## src/rtl/traffic_disp_pkg.sv

```systemverilog
// Shared definitions for the traffic countdown display.
//   - 7-segment patterns (active-high, bit order {g,f,e,d,c,b,a})
//   - light_led bit positions for the two lamp triplets
//   - serial BCD converter state encoding
//   - seg_of(): BCD nibble to segment pattern
package traffic_disp_pkg;

  localparam logic [6:0] SEG_0     = 7'h3F;
  localparam logic [6:0] SEG_1     = 7'h06;
  localparam logic [6:0] SEG_2     = 7'h5B;
  localparam logic [6:0] SEG_3     = 7'h4F;
  localparam logic [6:0] SEG_4     = 7'h66;
  localparam logic [6:0] SEG_5     = 7'h6D;
  localparam logic [6:0] SEG_6     = 7'h7D;
  localparam logic [6:0] SEG_7     = 7'h07;
  localparam logic [6:0] SEG_8     = 7'h7F;
  localparam logic [6:0] SEG_9     = 7'h6F;
  localparam logic [6:0] SEG_BLANK = 7'h00;

  localparam int L1_R = 5;
  localparam int L1_Y = 4;
  localparam int L1_G = 3;
  localparam int L2_R = 2;
  localparam int L2_Y = 1;
  localparam int L2_G = 0;

  typedef enum logic [1:0] {
    CONV_LOAD  = 2'd0,
    CONV_SHIFT = 2'd1,
    CONV_WRITE = 2'd2
  } conv_state_e;

  // Nibbles above 9 never come out of the converter; they decode to blank.
  function automatic logic [6:0] seg_of(input logic [3:0] nib);
    case (nib)
      4'd0:    seg_of = SEG_0;
      4'd1:    seg_of = SEG_1;
      4'd2:    seg_of = SEG_2;
      4'd3:    seg_of = SEG_3;
      4'd4:    seg_of = SEG_4;
      4'd5:    seg_of = SEG_5;
      4'd6:    seg_of = SEG_6;
      4'd7:    seg_of = SEG_7;
      4'd8:    seg_of = SEG_8;
      4'd9:    seg_of = SEG_9;
      default: seg_of = SEG_BLANK;
    endcase
  endfunction

endpackage

```

## src/rtl/traffic_disp_bin2bcd_seq.sv

```systemverilog
// Serial double-dabble converter: binary count (clamped to 99) -> 2-digit BCD.
// Ports:
//   clk, rst_n        clock, synchronous active-low reset
//   start_i           request a conversion of bin_i
//   bin_i [CNT_W]     raw binary count
//   busy_o            conversion in progress
//   done_o            one-cycle pulse, bcd_o/zero_o valid
//   bcd_o [8]         {tens, units} BCD result
//   zero_o            raw count captured as zero
//   state_o           converter state (debug)
// Handshake: start_i is sampled only in LOAD while busy_o is low; the value of
// bin_i on that cycle is captured. busy_o stays high through SHIFT and WRITE;
// done_o pulses for exactly one cycle (WRITE) with bcd_o and zero_o valid.
module bin2bcd_seq
  import traffic_disp_pkg::*;
#(
  parameter int CNT_W = 8
) (
  input  logic             clk,
  input  logic             rst_n,
  input  logic             start_i,
  input  logic [CNT_W-1:0] bin_i,
  output logic             busy_o,
  output logic             done_o,
  output logic [7:0]       bcd_o,
  output logic             zero_o,
  output conv_state_e      state_o
);

  conv_state_e state_q, state_d;
  logic [15:0] sr_q, sr_d;     // {tens, units, binary}
  logic [2:0]  cnt_q, cnt_d;
  logic        zero_q, zero_d;
  logic [7:0]  clamped;
  logic [7:0]  adj;

  assign clamped = (bin_i > CNT_W'(99)) ? 8'd99 : 8'(bin_i);

  // Add-3 correction on each BCD nibble before the shift.
  always_comb begin
    adj = sr_q[15:8];
    if (sr_q[15:12] >= 4'd5) adj[7:4] = sr_q[15:12] + 4'd3;
    if (sr_q[11:8]  >= 4'd5) adj[3:0] = sr_q[11:8]  + 4'd3;
  end

  always_comb begin
    state_d = state_q;
    sr_d    = sr_q;
    cnt_d   = cnt_q;
    zero_d  = zero_q;
    done_o  = 1'b0;
    busy_o  = (state_q != CONV_LOAD);
    case (state_q)
      CONV_LOAD: begin
        if (start_i) begin
          sr_d    = {8'h00, clamped};
          zero_d  = (bin_i == '0);
          cnt_d   = '0;
          state_d = CONV_SHIFT;
        end
      end
      CONV_SHIFT: begin
        sr_d  = {adj, sr_q[7:0]} << 1;
        cnt_d = cnt_q + 3'd1;
        if (cnt_q == 3'd7) state_d = CONV_WRITE;
      end
      CONV_WRITE: begin
        done_o  = 1'b1;
        state_d = CONV_LOAD;
      end
      default: state_d = CONV_LOAD;
    endcase
  end

  always_ff @(posedge clk) begin
    if (!rst_n) begin
      state_q <= CONV_LOAD;
      sr_q    <= '0;
      cnt_q   <= '0;
      zero_q  <= 1'b1;
    end else begin
      state_q <= state_d;
      sr_q    <= sr_d;
      cnt_q   <= cnt_d;
      zero_q  <= zero_d;
    end
  end

  assign bcd_o   = sr_q[15:8];
  assign zero_o  = zero_q;
  assign state_o = state_q;

endmodule

```

## src/rtl/traffic_disp.sv

```systemverilog
// 4-digit multiplexed 7-segment countdown display for two traffic lights.
// Ports:
//   clk_fst            fast system clock
//   rst                synchronous active-low reset
//   g1_cnt, g2_cnt     remaining counts of light 1 / light 2 (binary)
//   light_led [6]      lamps {L1 R,Y,G, L2 R,Y,G}; only the Y lamps are shown
//   seg [7]            segments {g,f,e,d,c,b,a}, active-high
//   dp                 decimal point, lit on a units digit while that Y lamp is on
//   dig_sel [4]        active-low digit enable: L1 tens, L1 units, L2 tens, L2 units
module traffic_disp
  import traffic_disp_pkg::*;
#(
  parameter int SCAN_DIV = 1000,
  parameter int CNT_W    = 8
) (
  input  logic             clk_fst,
  input  logic             rst,
  input  logic [CNT_W-1:0] g1_cnt,
  input  logic [CNT_W-1:0] g2_cnt,
  input  logic [5:0]       light_led,
  output logic [6:0]       seg,
  output logic             dp,
  output logic [3:0]       dig_sel
);

  localparam int PW = $clog2(SCAN_DIV);

  logic             chan_q, chan_d;
  logic [7:0]       bcd1_q, bcd1_d, bcd2_q, bcd2_d;
  logic             blank1_q, blank1_d, blank2_q, blank2_d;
  logic [PW-1:0]    presc_q, presc_d;
  logic [1:0]       idx_q, idx_d;
  logic [6:0]       seg_q, seg_d;
  logic             dp_q, dp_d;
  logic [3:0]       dig_sel_q, dig_sel_d;

  logic [CNT_W-1:0] conv_bin;
  logic             conv_busy, conv_done, conv_zero;
  logic [7:0]       conv_bcd;
  conv_state_e      conv_dbg_state;

  logic [7:0]       pair_bcd;
  logic             pair_blank;
  logic [3:0]       nib;

  // Red/green lamps and the converter state are not displayed.
  logic unused_ok;
  assign unused_ok = ^{light_led[L1_R], light_led[L1_G], light_led[L2_R],
                       light_led[L2_G], conv_dbg_state};

  assign conv_bin = chan_q ? g2_cnt : g1_cnt;

  bin2bcd_seq #(.CNT_W(CNT_W)) u_conv (
    .clk     (clk_fst),
    .rst_n   (rst),
    .start_i (~conv_busy),
    .bin_i   (conv_bin),
    .busy_o  (conv_busy),
    .done_o  (conv_done),
    .bcd_o   (conv_bcd),
    .zero_o  (conv_zero),
    .state_o (conv_dbg_state)
  );

  always_comb begin
    chan_d   = chan_q;
    bcd1_d   = bcd1_q;
    bcd2_d   = bcd2_q;
    blank1_d = blank1_q;
    blank2_d = blank2_q;
    if (conv_done) begin
      if (!chan_q) begin
        bcd1_d   = conv_bcd;
        blank1_d = conv_zero;
      end else begin
        bcd2_d   = conv_bcd;
        blank2_d = conv_zero;
      end
      chan_d = ~chan_q;
    end

    presc_d = presc_q + PW'(1);
    idx_d   = idx_q;
    if (presc_q == PW'(SCAN_DIV - 1)) begin
      presc_d = '0;
      idx_d   = idx_q + 2'd1;
    end

    // Decode from next-state values so a WRITE landing on an advance is
    // shown immediately. idx bit1 picks the light, bit0 picks units.
    pair_bcd   = idx_d[1] ? bcd2_d : bcd1_d;
    pair_blank = idx_d[1] ? blank2_d : blank1_d;
    nib        = idx_d[0] ? pair_bcd[3:0] : pair_bcd[7:4];
    seg_d      = seg_of(nib);
    if (pair_blank || (!idx_d[0] && (pair_bcd[7:4] == 4'd0))) seg_d = SEG_BLANK;
    dp_d       = idx_d[0] && (idx_d[1] ? light_led[L2_Y] : light_led[L1_Y]);
    dig_sel_d  = ~(4'b0001 << idx_d);
  end

  always_ff @(posedge clk_fst) begin
    if (!rst) begin
      chan_q    <= 1'b0;
      bcd1_q    <= 8'h00;
      bcd2_q    <= 8'h00;
      blank1_q  <= 1'b1;
      blank2_q  <= 1'b1;
      presc_q   <= '0;
      idx_q     <= 2'd0;
      seg_q     <= SEG_BLANK;
      dp_q      <= 1'b0;
      dig_sel_q <= 4'b1110;
    end else begin
      chan_q    <= chan_d;
      bcd1_q    <= bcd1_d;
      bcd2_q    <= bcd2_d;
      blank1_q  <= blank1_d;
      blank2_q  <= blank2_d;
      presc_q   <= presc_d;
      idx_q     <= idx_d;
      seg_q     <= seg_d;
      dp_q      <= dp_d;
      dig_sel_q <= dig_sel_d;
    end
  end

  assign seg     = seg_q;
  assign dp      = dp_q;
  assign dig_sel = dig_sel_q;

endmodule

```

## config.mk

```make
export PLATFORM = sky130hd
export DESIGN_NAME = traffic_disp
export DESIGN_NICKNAME = d
export VERILOG_FILES = /design/src/rtl/traffic_disp_pkg.sv /design/src/rtl/traffic_disp_bin2bcd_seq.sv /design/src/rtl/traffic_disp.sv
export SDC_FILE = /design/constraint.sdc
export NUM_CORES = 1
export LEC_CHECK = 0
export BUFFER_PORTS_ARGS = -buffer_cell sky130_fd_sc_hd__buf_2
export CORE_ASPECT_RATIO = 1.25
export CORE_MARGIN = 2
export CORE_UTILIZATION = 55
export CTS_CLUSTER_DIAMETER = 200
export DETAILED_ROUTE_END_ITERATION = 12
export GPL_TIMING_DRIVEN = 0
export HOLD_SLACK_MARGIN = 0.06
export PLACE_DENSITY = 0.76
export SYNTH_ARGS = -nofsm -noshare
export SYNTH_HDL_FRONTEND = slang
export SYNTH_HIERARCHICAL = 1
export SYNTH_SLANG_ARGS = --single-unit
```

## constraint.sdc

```tcl
create_clock -name clk_fst -period 7.45 [get_ports clk_fst]
set_clock_uncertainty 0.2 [all_clocks]
set_input_delay 1.1175 -clock clk_fst [delete_from_list [all_inputs] [get_ports clk_fst]]
set_output_delay 1.1175 -clock clk_fst [all_outputs]
set_load 0.01 [all_outputs]
```

### After elaboration in Yosys (flattened, before gate mapping)

Memory sizes are Yosys's and may differ from the RTL's. A register that Yosys moved wholly into a read port is not among the register bits.
Cells that the tools add are included.
Widths: inputs -> output; s select.

* $add $sub $neg: 5
* multipliers: 0
* divide/modulo/power cells: 0
* magnitude comparators: 3
* eq/ne operators: 6
* shift-type cells: 1
* muxes and demuxes: 25
* bitwise logic cells: 4
* reductions and logical operators: 14

Operators by type and width (number)
* $mux 8: 7
* $pmux 16 s2: 1
* $mux 16: 1
* $add 10x1->10 const B: 1
* $eq 10x10->1 const B: 1
* $ge 4x3->1 const B: 2
* $gt 8x7->1 const B: 1
* $logic_not 8->1: 1
* $mux 4: 2
* $mux 1: 7
* $mux 2: 3
* $mux 3: 2
* $pmux 3 s2: 1
* $reduce_and 2->1: 3
* $add 4x2->4 const B: 1
* $logic_not 4->1: 1
* $not 4->4: 1
* $pmux 2 s2: 1
* $reduce_bool 2->1: 2
* $reduce_or 2->1: 2
* $shl 1x2->4 const A: 1
* $add 3x1->3 const B: 1
* $add 3x2->3 const B: 1
* $eq 3x3->1 const B: 1
* other kinds (10): 13

* flip-flop bits (word level): 58
* latch bits: 0
* memory bits (writable): 0
* ROM bits: 112
* input bits: 24
* output and inout port bits: 12
* word-level logic and storage cells: 72
* memories kept: 1

Memories
* (no name shown): words 16, bits a word 7, rd ports 1, clocked after memory_dff 1, write ports 0, line traffic_disp_pkg.sv:35 `case (nib)`

### Longest topological paths before layout

Gate-level depths: netlist of the first run.

* word-level depth: 8
* gate-level depth with buffers: 13
* depth with buffers taken out: 11

### Hierarchy

Netlist of the first run, hierarchy kept.

Modules (own cells, without submodules)
* traffic_disp: times used 1, cells each 286, area each 2449.8 um^2, seq. area each 860.8 um^2
* bin2bcd_seq: times used 1, cells each 137, area each 1198.6 um^2, seq. area each 440.4 um^2

### Worst setup path after synthesis of the first run

No wires, ideal clock.

* path kind: reg2reg
* start: register u_conv.state_q[0] (netlist: u_conv/state_o[0])
* end: register seg_q[3] (netlist: seg[3])
* library setup time: 70 ps
* arrival: 2720 ps
* data required time: 7180 ps
* path slack: 4460 ps
* cell stages (with the launch flop): 12
* buffers on the path: 3
* clock period less this slack: 2990 ps
* path through: dfxtp_1 buf_2 nor2b_1 buf_6 buf_2 a21oi_1 o32ai_1 nor4_1 a211o_1 ha_1 or3_1 a21oi_1

* longest elaborated chain between the ends: 8
* elaborated cells between the ends (all ways): 13
* classes of those cells: eq/ne: 1; mux: 8; reduce/logical: 4

Ends and longest elaborated chain
* start, declared: line traffic_disp_bin2bcd_seq.sv:30 `conv_state_e state_q, state_d;`
* start signal, assigned: line traffic_disp_bin2bcd_seq.sv:82 `state_q <= state_d;`
* $eq 2x2->1 (*): line traffic_disp_bin2bcd_seq.sv:53 `case (state_q)`
* $mux 1 (*): line traffic_disp_bin2bcd_seq.sv:53
* via conv_done: line traffic_disp.sv:38 `logic conv_busy, conv_done, conv_zero;`
* $mux 8: line traffic_disp.sv:71 `if (conv_done) begin`
* $mux 8: line traffic_disp.sv:91 `pair_bcd = idx_d[1] ? bcd2_d : bcd1_d;`
* $logic_not 4->1: line traffic_disp.sv:95 `if (pair_blank || (!idx_d[0] && (pair_bcd[7:4] == 4'd0))) seg_d = SEG_BLANK;`
* $logic_and 1x1->1: line traffic_disp.sv:95
* $logic_or 1x1->1: line traffic_disp.sv:95
* $reduce_or 2->1 (no source line)
* end, declared: line traffic_disp.sv:33 `logic [6:0] seg_q, seg_d;`

Mark *: on every way through the listed nets, which the timed path passes. The rest lies on a longest branch.
A chain may end at the register's enable or synchronous reset.

### Final worst setup path of the first run

* start: register u_conv.state_q[0] (netlist: u_conv/state_o[0])
* end: register seg_q[6] (netlist: seg[6])

Same word-level chain as after synthesis.

==> results.cfg, run 1 <==
[outcome]
run_status = finished clean

[clock_tree]
clock_tree.root_cell = sky130_fd_sc_hd__clkbuf_8
cts.reportedPaths.clkPinSlew_ns = 0.07
clk_latency_ns = 0.35
htree_num_levels = 3
cts_repair_resize_count = 0
cts-hold-fix-buffers = 0
clock_tree_from_tritoncts = done
cts_num_sinks = 65
cts_inserted_buffers = 9
postCtsSetupRepairBufs = 0
clock_tree.buffer_depth = 2

[hold_path]
holdCritPathClass = flip-flop to flip-flop

[synthesis]
syn-cell-area_um2 = 3650
yosys_cell_types = 74
synth_edf_count = 0
yosysSeqAreaShare = 0.357
synth_top_cell_area_share = 0.357
synth_top_area_cells = sky130_fd_sc_hd__dfxtp_1 (36%), sky130_fd_sc_hd__a21oi_1 (5.8%), sky130_fd_sc_hd__ha_1 (4.5%)
synth_async_sr_flop_share = 0
yosys_warnings = 6
syn_inst = 423
synth_largest_area_cell = sky130_fd_sc_hd__dfxtp_1
synth-seq-cells = 65
synth.avg_cell_area_um2 = 8.63
syn_nets = 460
synth_top_flop_cell = sky130_fd_sc_hd__dfxtp_1

[drt]
drt-total-wl_um = 8290
top_layer_used = met4
routed-wl-met3_um = 335
first_iter_violations = 253
dr_wl_met2_um = 4210
drt-pass1-iter-count = 4
routed_length_per_instance_um = 14.9
final_antenna_net_count = 0
met1Wirelength_um = 3500
remaining_drc_errors = 0
detail_route.vias_per_cell = 5.78
route.vias.total = 3222

[setup_path]
worst-path-max-fanout = 10
worst_ep_required_time_ns = 7.52
startpoint_type = flip-flop
worst-setup-path-type = flip-flop to flip-flop
critical_path.n_buffers_inverters = 4
worstPathCellList = buf_2 > nor2b_1 > buf_6 > buf_2 > nand2_1 > o2111a_1 > a211oi_1 > a211o_1 > inv_1 > ha_1 > or3_1 > a31oi_1
critical_path.top_delay_family = simple AND/OR/NAND/NOR gates
cp_slowest_cell = sky130_fd_sc_hd__nor2b_1
cpMostUsedCell = sky130_fd_sc_hd__buf_2
critPathMaxStageDelay_ns = 0.46
cp-end-kind = flip-flop
data_arrival_time_at_the_worst_slack_endpoint_ns = 3.69

[layout]
layout-drive-gt1-share = 0.204
antenna_cells_inserted = 0
num-nets-final = 502
final_core_utilization = 0.641
area.sequential_um2 = 1300
multiInputGateArea_um2 = 2100
fill_cell_total_of_the_finished_layout = 581
area_delta_synth_final_pct = 13.9

[sta]
final_worst_path_period_need_ns = 3.62
setup_repair_after_global_routing_missed_its_margin = false
setup_tns_ns = 0
fin_hold_ws_ns = 0.258
finalWorstSetupSlack_ns = 3.83
maxSlewHeadroom = 0.520
max_freq_mhz = 276
tightestPinTransition_ns = 0.702
timing.final.setup_violations = 0
report.final.slew_viol_count = 0
finalCritPeriodShare = 0.486
timing_hold_violations_final = 0

[pwr]
power_w = 0.000783
total_leakage_power_nw = 1.64
peakVddDrop_mv = 0.171
p_per_area_nw_per_um2 = 188

[placed_design]
place_hpwl_um = 6020
dp_slack_ns = 3.82
place.gp.congestion = 0.903
port-buffer-count = 31

[floorplanning]
design.portCount = 36
fp.coreArea_um2 = 6480
initial_utilization = 0.563
die_x_um = 76.9
rows = 33
die_height_um = 95.1
die_area_um2 = 7310

[global_route]
grt_antenna_before_repair = 0
overflow = 0
via_count_of_the_first_global_routing_pass = 3081
grt_usage = 0.241
grt_max_degree = 14
grt_first_pass_wirelength_um = 14000

[job]
cap_viol_max_count = 0
-- metal layers --
| layer | global-route usage | vias up |
|---|---|---|
| met5 | 0 | - |
| met2 | 0.439 | 73 |
| li1 | - | 1612 |
| met3 | 0.0388 | 18 |
| met4 | 0.145 | 0 |
| met1 | 0.264 | 1519 |
-- cell usage in the layout, fill, tap and decap left out, types with 3 or more instances in the layout --
cell                        instances
sky130_fd_sc_hd__nor3_1             8
sky130_fd_sc_hd__nand2_1           43
sky130_fd_sc_hd__nor2b_1            5
sky130_fd_sc_hd__a211oi_1           6
sky130_fd_sc_hd__clkbuf_1          10
sky130_fd_sc_hd__and3_1             8
sky130_fd_sc_hd__mux2_2             9
sky130_fd_sc_hd__ha_1              13
sky130_fd_sc_hd__and2_1             3
sky130_fd_sc_hd__o22ai_1            5
sky130_fd_sc_hd__o21a_1             6
sky130_fd_sc_hd__o21ai_0            9
sky130_fd_sc_hd__nor2_1            21
sky130_fd_sc_hd__o21ai_1            4
sky130_fd_sc_hd__a21oi_1           42
sky130_fd_sc_hd__buf_2             41
sky130_fd_sc_hd__inv_1             14
sky130_fd_sc_hd__nand3_1           26
sky130_fd_sc_hd__xor2_1             5
sky130_fd_sc_hd__bufinv_16          3
sky130_fd_sc_hd__mux2i_1            8
sky130_fd_sc_hd__o211ai_1           5
sky130_fd_sc_hd__a2111o_1           4
sky130_fd_sc_hd__nand3b_1           3
sky130_fd_sc_hd__dfxtp_1           65
sky130_fd_sc_hd__a22oi_1            4
sky130_fd_sc_hd__nand2b_1          11
sky130_fd_sc_hd__buf_4             11
sky130_fd_sc_hd__clkbuf_8          10
sky130_fd_sc_hd__xnor2_1            3
sky130_fd_sc_hd__or3_1              6
-- final timing paths --
path                             startpoint                           to  slack [ns]  cells after the start
max          u_conv/state_o[0]$_SDFFE_PN0P_            seg[6]$_SDFF_PP0_        3.83                     12
max reg2reg  u_conv/state_o[0]$_SDFFE_PN0P_            seg[6]$_SDFF_PP0_        3.83                     12
min             u_conv/sr_q[6]$_SDFFE_PN0P_  u_conv/sr_q[7]$_SDFFE_PN0P_        0.26                      2
min reg2reg     u_conv/sr_q[6]$_SDFFE_PN0P_  u_conv/sr_q[7]$_SDFFE_PN0P_        0.26                      2
-- flip-flops by register name, indices dropped and copies added, names as in the netlist, 2 cells and up --
register,count
idx_q,2
seg,7
u_conv/sr_q,16
bcd2_q,8
presc_q,10
u_conv/state_o,2
u_conv/cnt_q,3
bcd1_q,8
dig_sel,4
-- synthesized netlist by cell type (2+ instances only) --
cell type,instances
sky130_fd_sc_hd__o21a_1,6
sky130_fd_sc_hd__buf_4,11
sky130_fd_sc_hd__a21oi_1,42
sky130_fd_sc_hd__o21ai_1,4
sky130_fd_sc_hd__buf_2,10
sky130_fd_sc_hd__and2_1,3
sky130_fd_sc_hd__o211ai_1,5
sky130_fd_sc_hd__nand3b_1,3
sky130_fd_sc_hd__nand2b_1,11
sky130_fd_sc_hd__or4_1,2
sky130_fd_sc_hd__or3_1,6
sky130_fd_sc_hd__dfxtp_1,65
sky130_fd_sc_hd__and3b_1,2
sky130_fd_sc_hd__a2111o_1,4
sky130_fd_sc_hd__and3_1,8
sky130_fd_sc_hd__a21boi_1,2
sky130_fd_sc_hd__or2_2,2
sky130_fd_sc_hd__nor3_1,8
sky130_fd_sc_hd__nand3_1,26
sky130_fd_sc_hd__mux2_2,9
sky130_fd_sc_hd__nor4b_1,2
sky130_fd_sc_hd__xor2_1,5
sky130_fd_sc_hd__or2_0,2
sky130_fd_sc_hd__o221ai_1,2
sky130_fd_sc_hd__o21ai_0,9
sky130_fd_sc_hd__nand4_1,2
sky130_fd_sc_hd__o22ai_1,5
sky130_fd_sc_hd__mux2i_1,8
sky130_fd_sc_hd__a22oi_1,4
sky130_fd_sc_hd__ha_1,13
sky130_fd_sc_hd__nor2b_1,5
sky130_fd_sc_hd__nand2_1,43
sky130_fd_sc_hd__buf_6,2
sky130_fd_sc_hd__o31ai_1,2
sky130_fd_sc_hd__xnor2_1,3
sky130_fd_sc_hd__nor2_1,21
sky130_fd_sc_hd__a2111oi_0,2
sky130_fd_sc_hd__inv_1,14
sky130_fd_sc_hd__clkbuf_1,9
sky130_fd_sc_hd__a32o_1,2
sky130_fd_sc_hd__a211oi_1,6
-- worst register-to-register path: stages, from the launching register on --
cell	delay, ns
sky130_fd_sc_hd__dfxtp_1	0.34
sky130_fd_sc_hd__buf_2	0.20
sky130_fd_sc_hd__nor2b_1	0.47
sky130_fd_sc_hd__buf_6	0.21
sky130_fd_sc_hd__buf_2	0.21
sky130_fd_sc_hd__nand2_1	0.29
sky130_fd_sc_hd__o2111a_1	0.24
sky130_fd_sc_hd__a211oi_1	0.22
sky130_fd_sc_hd__a211o_1	0.32
sky130_fd_sc_hd__inv_1	0.14
sky130_fd_sc_hd__ha_1	0.19
sky130_fd_sc_hd__or3_1	0.39
sky130_fd_sc_hd__a31oi_1	0.13
-- logic make-up after synthesis --
| family | Yosys count | synth area share |
|---|---|---|
| compound gates | 111 | 0.207 |
| flops | 65 | 0.357 |
| buf+inv | 47 | 0.0672 |
| xor+xnor | 8 | 0.0192 |
| fa+ha+maj | 13 | 0.0446 |
| simple gates | 161 | 0.249 |
| mux | 18 | 0.0559 |
-- per-stage QoR --
step | area, µm² | std cells
final | 4160 | 557
after global routing | 4160 | 557
after CTS | 4160 | 557
after detailed placement | 3910 | 541
after global placement | 3910 | 541
after floorplan | 3650 | 423
-- cell type report --
cell class | count | area share
plain buffers | 33 | 0.0464
clock buffers | 11 | 0.0340
well taps | 87 | 0.0262
inverters | 14 | 0.0126
clock inverters | 5 | 0.0247
multi-input cells | 311 | 0.506
repair buffers | 31 | 0.0373
flip-flops and latches | 65 | 0.313
-- power breakdown --
group          switching, W  internal, W  leakage, nW
Combinational     0.0000321    0.0000210        0.996
Sequential       0.00000587     0.000355        0.527
Clock              0.000138     0.000231        0.120
Total              0.000176     0.000607         1.64
No activity file was read; power rests on OpenSTA's default activity.
==> run 2: changes to the inputs <==
--- a/config.mk
+++ b/config.mk
@@ -8,12 +8,12 @@
 export BUFFER_PORTS_ARGS = -buffer_cell sky130_fd_sc_hd__buf_2
 export CORE_ASPECT_RATIO = 1.25
 export CORE_MARGIN = 2
-export CORE_UTILIZATION = 55
+export CORE_UTILIZATION = 53
 export CTS_CLUSTER_DIAMETER = 200
 export DETAILED_ROUTE_END_ITERATION = 12
 export GPL_TIMING_DRIVEN = 0
 export HOLD_SLACK_MARGIN = 0.06
-export PLACE_DENSITY = 0.76
+export PLACE_DENSITY = 0.77
 export SYNTH_ARGS = -nofsm -noshare
 export SYNTH_HDL_FRONTEND = slang
 export SYNTH_HIERARCHICAL = 1
==> constraint.sdc (replaced) <==
create_clock -name clk_fst -period 2.9 [get_ports clk_fst]
set_clock_uncertainty 0.2 [all_clocks]
set_input_delay 0.435 -clock clk_fst [delete_from_list [all_inputs] [get_ports clk_fst]]
set_output_delay 0.435 -clock clk_fst [all_outputs]
set_load 0.01 [all_outputs]
==> results.cfg, run 2 (same netlist as run 1, synthesis figures left out) <==
[outcome]
run_status = finished clean

[sta]
report.final.slew_viol_count = 0
max_freq_mhz = 348
timing.final.setup_violations = 0
setup_tns_ns = 0
timing_hold_violations_final = 0
tightestPinTransition_ns = 0.610
final_worst_path_period_need_ns = 2.87
maxSlewHeadroom = 0.593
finalWorstSetupSlack_ns = 0.0285
finalCritPeriodShare = 0.990
setup_repair_after_global_routing_missed_its_margin = true

[setup_path]
worst-path-max-fanout = 4
worst-setup-path-type = flip-flop to flip-flop
r2r-end = seg[3]$_SDFF_PP0_
startpoint_of_the_lowest_slack_register_to_register_path = presc_q[1]$_SDFF_PP0_
cp-end-kind = flip-flop
worst_ep_required_time_ns = 2.98
cpMostUsedCell = sky130_fd_sc_hd__ha_4
reg2reg_setup_slack_ns = 0.03
worstRegToRegCells = 11
critPathMaxStageDelay_ns = 0.38
data_arrival_time_at_the_worst_slack_endpoint_ns = 2.95
cp_slowest_cell = sky130_fd_sc_hd__or3_4
startpoint_type = flip-flop
worstPathCellList = ha_4 > nand4b_4 > buf_12 > nor4_4 > xnor2_2 > mux2_4 > nand2_2 > o21a_1 > ha_4 > or3_4 > a21oi_2

[floorplanning]
die_x_um = 78.2
initial_utilization = 0.552
design.portCount = 36
rows = 33
fp.coreArea_um2 = 6610
die_area_um2 = 7570
die_height_um = 96.8

[placed_design]
dp_slack_ns = -0.602
place_hpwl_um = 6140
place.gp.congestion = 0.874
port-buffer-count = 31

[drt]
final_antenna_net_count = 0
detail_route.vias_per_cell = 5.85
remaining_drc_errors = 0
routed_length_per_instance_um = 16.0
first_iter_violations = 298
drt-pass1-iter-count = 5
route.vias.total = 3328
drt-total-wl_um = 9090

[hold_path]
hold_path_sink = dp$_SDFF_PN0_
min_delay_path_depth = 3
holdCritPathClass = input pin to flip-flop
worstHoldStart = light_led[4]

[pwr]
total_leakage_power_nw = 1.77
p_per_area_nw_per_um2 = 403
peakVddDrop_mv = 0.268

[clock_tree]
cts-hold-fix-buffers = 0
clk_latency_ns = 0.35
cts_inserted_buffers = 9
cts_num_sinks = 65
clock_tree_from_tritoncts = done
htree_num_levels = 3
clock_tree.buffer_depth = 2
cts.reportedPaths.clkPinSlew_ns = 0.07
clock_tree.root_cell = sky130_fd_sc_hd__clkbuf_8

[layout]
num-nets-final = 514
reg.largest.list = u_conv/sr_q x16, presc_q x10
most_frequent_cells_in_the_layout = sky130_fd_sc_hd__dfxtp_1 (58), sky130_fd_sc_hd__nand2_1 (41), sky130_fd_sc_hd__a21oi_1 (39), sky130_fd_sc_hd__buf_2 (38), sky130_fd_sc_hd__nand3_1 (26)
number_of_flip_flops_in_the_largest_register = 16
largest_register = u_conv/sr_q
area_delta_synth_final_pct = 21.3
layout-drive-gt1-share = 0.301
antenna_cells_inserted = 0
layout_commonest_cell = sky130_fd_sc_hd__dfxtp_1

[global_route]
grt_max_degree = 14
via_count_of_the_first_global_routing_pass = 3239
grt_antenna_before_repair = 0
overflow = 0
grt_usage = 0.235
grt_first_pass_wirelength_um = 14500

[job]
cap_viol_max_count = 0
==> run 2: cell count changes in the layout (fill, tap and decap cells not counted), sizes merged <==
cell and change:
clkbuf -2, clkinvlp +1, buf +14, bufinv -3, clkinv +2
==> run 2: layout make-up <==
class	count	area (µm²)
Clock inverter	5	30.0
Buffer	32	239
Sequential cell	65	1320
Inverter	14	52.6
Multi-Input combinational cell	311	2260
Fill cell	546	2180
Timing Repair Buffer	44	269
Clock buffer	11	151
Tap cell	87	109
==> run 2: worst max-delay path by stage <==
stage	from	depth (start not counted)	end
3_5_place_dp	u_conv/state_o[1]$_SDFFE_PN0P_	12	seg[6]$_SDFF_PP0_
6_report	presc_q[1]$_SDFF_PP0_	11	seg[3]$_SDFF_PP0_
3_3_place_gp	u_conv/state_o[1]$_SDFFE_PN0P_	12	seg[6]$_SDFF_PP0_
2_1_floorplan	u_conv/state_o[1]$_SDFFE_PN0P_	12	seg[6]$_SDFF_PP0_
5_1_grt	idx_q[0]$_SDFF_PN0_	10	seg[3]$_SDFF_PP0_
4_1_cts	u_conv/state_o[1]$_SDFFE_PN0P_	12	seg[0]$_SDFF_PP0_
==> run 2: worst max-delay path, delay by kind of cell, from the launching register on <==
kind	cells	cell delay, ns
and+or+nand+nor	4	0.82
xor gates and xnor gates	1	0.19
DFF	1	0.37
AOI/OAI and AO/OA	2	0.33
muxes	1	0.34
adders and majority gates	2	0.38
buffers and inverters	1	0.17
==> run 2: routing by layer <==
layer | up-vias | GRT usage | wire (µm)
li1 | 1639 | - | -
met1 | 1579 | 0.274 | 3760
met2 | 82 | 0.409 | 4670
met3 | 28 | 0.0448 | 350
met4 | 0 | 0.113 | 303
met5 | - | 0 | 0
==> run 2: repair_timing <==
item / CTS / global route
endpoints found under the hold margin: 0 / 0
pin swaps: 4 / 11
cloned: 0 / 0
setup buffers: 5 / 8
endpoints found under the setup margin: 7 / 7
resized for setup: 23 / 38
==> run 2: per-stage QoR <==
step / utilization / power, W / area, µm² / hold WS [ns] / cells
after global routing: 0.670 / 0.00186 / 4430 / 0.128 / 569
final: 0.670 / 0.00178 / 4430 / 0.138 / 569
after global placement: 0.594 / 0.00108 / 3920 / 0.236 / 541
after detailed placement: 0.594 / 0.00108 / 3920 / 0.249 / 541
after floorplan: - / 0.00104 / 3660 / 0.230 / 423
after CTS: 0.641 / 0.00179 / 4230 / 0.132 / 562
==> run 2: power breakdown <==
group | total (W) | switching, W | internal, W
clock network | 0.000708 | 0.000356 | 0.000352
registers | 0.000931 | 0.0000179 | 0.000913
logic | 0.000144 | 0.0000840 | 0.0000595
total | 0.00178 | 0.000458 | 0.00132
==> run 3: changes to the inputs <==
--- a/config.mk
+++ b/config.mk
@@ -6,7 +6,7 @@
 export NUM_CORES = 1
 export LEC_CHECK = 0
 export BUFFER_PORTS_ARGS = -buffer_cell sky130_fd_sc_hd__buf_2
-export CORE_ASPECT_RATIO = 1.25
+export CORE_ASPECT_RATIO = 0.8
 export CORE_MARGIN = 2
 export CORE_UTILIZATION = 53
 export CTS_CLUSTER_DIAMETER = 200
==> results.cfg, run 3 (same netlist as run 1, synthesis figures left out) <==
[outcome]
run_status = finished clean

[clock_tree]
cts_num_sinks = 65
htree_num_levels = 3
cts_inserted_buffers = 9
clk_latency_ns = 0.35
cts.reportedPaths.clkPinSlew_ns = 0.08
cts-hold-fix-buffers = 0
clock_tree.root_cell = sky130_fd_sc_hd__clkbuf_8
clock_tree.buffer_depth = 2
clock_tree_from_tritoncts = done

[sta]
max_freq_mhz = 350
timing_hold_violations_final = 0
report.final.slew_viol_count = 0
fin_hold_ws_ns = 0.124
timing.final.setup_violations = 0
setup_tns_ns = 0
setup_repair_after_global_routing_missed_its_margin = true
final_worst_path_period_need_ns = 2.85
tightestPinTransition_ns = 0.575
maxSlewHeadroom = 0.607
finalCritPeriodShare = 0.984

[job]
cap_viol_max_count = 0

[floorplanning]
die_height_um = 78.2
fp.coreArea_um2 = 6790
die_x_um = 96.8
design.portCount = 36
rows = 27
initial_utilization = 0.537
die_area_um2 = 7570

[setup_path]
path_depth = 10
critPathMaxStageDelay_ns = 0.37
worstPathCellList = ha_4 > nand4b_4 > buf_4 > o31ai_2 > and2_4 > nand2_2 > o21a_1 > ha_1 > or3_1 > a21oi_1
startpoint = presc_q[0]$_SDFF_PP0_
startpoint_type = flip-flop
startpoint_of_the_lowest_slack_register_to_register_path = presc_q[0]$_SDFF_PP0_
worst-path-max-fanout = 7
critical_path.n_buffers_inverters = 1
cp_slowest_cell = sky130_fd_sc_hd__dfxtp_4
r2r-end = seg[3]$_SDFF_PP0_
worst-setup-path-type = flip-flop to flip-flop
cp-end-kind = flip-flop
critical_path.top_delay_family = simple AND/OR/NAND/NOR gates
reg2reg_setup_slack_ns = 0.05
timing.critical_path.to = seg[3]$_SDFF_PP0_
worstRegToRegCells = 10
worst_ep_required_time_ns = 2.98
data_arrival_time_at_the_worst_slack_endpoint_ns = 2.93

[global_route]
grt_antenna_before_repair = 0
grt_max_degree = 14
via_count_of_the_first_global_routing_pass = 3074
grt_first_pass_wirelength_um = 14800
overflow = 0
grt_usage = 0.240

[layout]
num-nets-final = 521
number_of_flip_flops_in_the_largest_register = 16
most_frequent_cells_in_the_layout = sky130_fd_sc_hd__dfxtp_1 (60), sky130_fd_sc_hd__nand2_1 (41), sky130_fd_sc_hd__a21oi_1 (40), sky130_fd_sc_hd__buf_2 (36), sky130_fd_sc_hd__buf_4 (29)
area_delta_synth_final_pct = 21.6
antenna_cells_inserted = 0
fill_cell_total_of_the_finished_layout = 536
multiInputGateArea_um2 = 2250
layout-drive-gt1-share = 0.297
area.sequential_um2 = 1310
layout_commonest_cell = sky130_fd_sc_hd__dfxtp_1
reg.largest.list = u_conv/sr_q x16, presc_q x10
cell_count_final_fillers_out = 576
largest_register = u_conv/sr_q

[pwr]
p_per_area_nw_per_um2 = 396
peakVddDrop_mv = 0.252
power_w = 0.00176
total_leakage_power_nw = 1.77

[drt]
routed_length_per_instance_um = 15.7
first_iter_violations = 290
remaining_drc_errors = 0
drt-total-wl_um = 9050
detail_route.vias_per_cell = 5.88
final_antenna_net_count = 0
drt-pass1-iter-count = 5
route.vias.total = 3386

[placed_design]
port-buffer-count = 31
place_hpwl_um = 6090
place.gp.congestion = 0.852
numPlacedInstances = 541

[hold_path]
min_delay_path_depth = 3
holdCritPathClass = input pin to flip-flop
[run 3: final cells by class]
type | count | area share
multi-input cells | 311 | 0.506
repair buffers | 51 | 0.0688
plain buffers | 32 | 0.0541
clock inverters | 6 | 0.0102
well taps | 87 | 0.0245
flip-flops and latches | 65 | 0.295
clock buffers | 10 | 0.0288
inverters | 14 | 0.0118
[run 3: layer usage]
metal	routed length, µm	track usage	up-vias
met5	0	0	-
met4	133	0.0845	0
met3	674	0.0543	13
met2	4140	0.367	130
met1	4110	0.335	1594
li1	-	-	1649
[run 3: how the worst min path moves through the flow]
stage / startpoint / to / slack, ns
after floorplan: presc_q[0]$_SDFF_PP0_ / presc_q[0]$_SDFF_PP0_ / 0.23
final: light_led[1] / dp$_SDFF_PN0_ / 0.12
after detailed placement: bcd2_q[0]$_SDFF_PN0_ / bcd2_q[0]$_SDFF_PN0_ / 0.24
after global placement: u_conv/sr_q[7]$_SDFFE_PN0P_ / u_conv/sr_q[8]$_SDFFE_PN0P_ / 0.24
after global routing: light_led[4] / dp$_SDFF_PN0_ / 0.13
after CTS: light_led[1] / dp$_SDFF_PN0_ / 0.12
[run 3: worst register-to-register path, cell delays in order (launching register included)]
cell and delay (ns):
sky130_fd_sc_hd__dfxtp_4 0.37, sky130_fd_sc_hd__ha_4 0.18, sky130_fd_sc_hd__nand4b_4 0.16, sky130_fd_sc_hd__buf_4 0.18, sky130_fd_sc_hd__o31ai_2 0.34, sky130_fd_sc_hd__and2_4 0.30, sky130_fd_sc_hd__nand2_2 0.09, sky130_fd_sc_hd__o21a_1 0.13
sky130_fd_sc_hd__ha_1 0.30, sky130_fd_sc_hd__or3_1 0.37, sky130_fd_sc_hd__a21oi_1 0.16
[run 3: per-stage QoR]
step           setup slack (ns)  utilization  instance area [µm²]
2_1_floorplan           0.00820            -                 3660
3_3_place_gp             -0.425        0.578                 3920
3_5_place_dp             -0.458        0.578                 3920
4_1_cts                  0.0133        0.630                 4280
5_1_grt                 -0.0880        0.653                 4440
6_report                 0.0458        0.653                 4440
[run 3: power breakdown]
group / total (W) / switching [W] / internal [W]
sequential: 0.000930 / 0.0000170 / 0.000913
clock: 0.000679 / 0.000369 / 0.000311
combinational: 0.000146 / 0.0000872 / 0.0000588
[run 3: timing repair]
| action | in CTS | in global routing |
|---|---|---|
| buffers inserted | 12 | 8 |
| gates resized for setup | 26 | 28 |
| setup endpoints to repair | 7 | 5 |
| pin swaps | 5 | 7 |
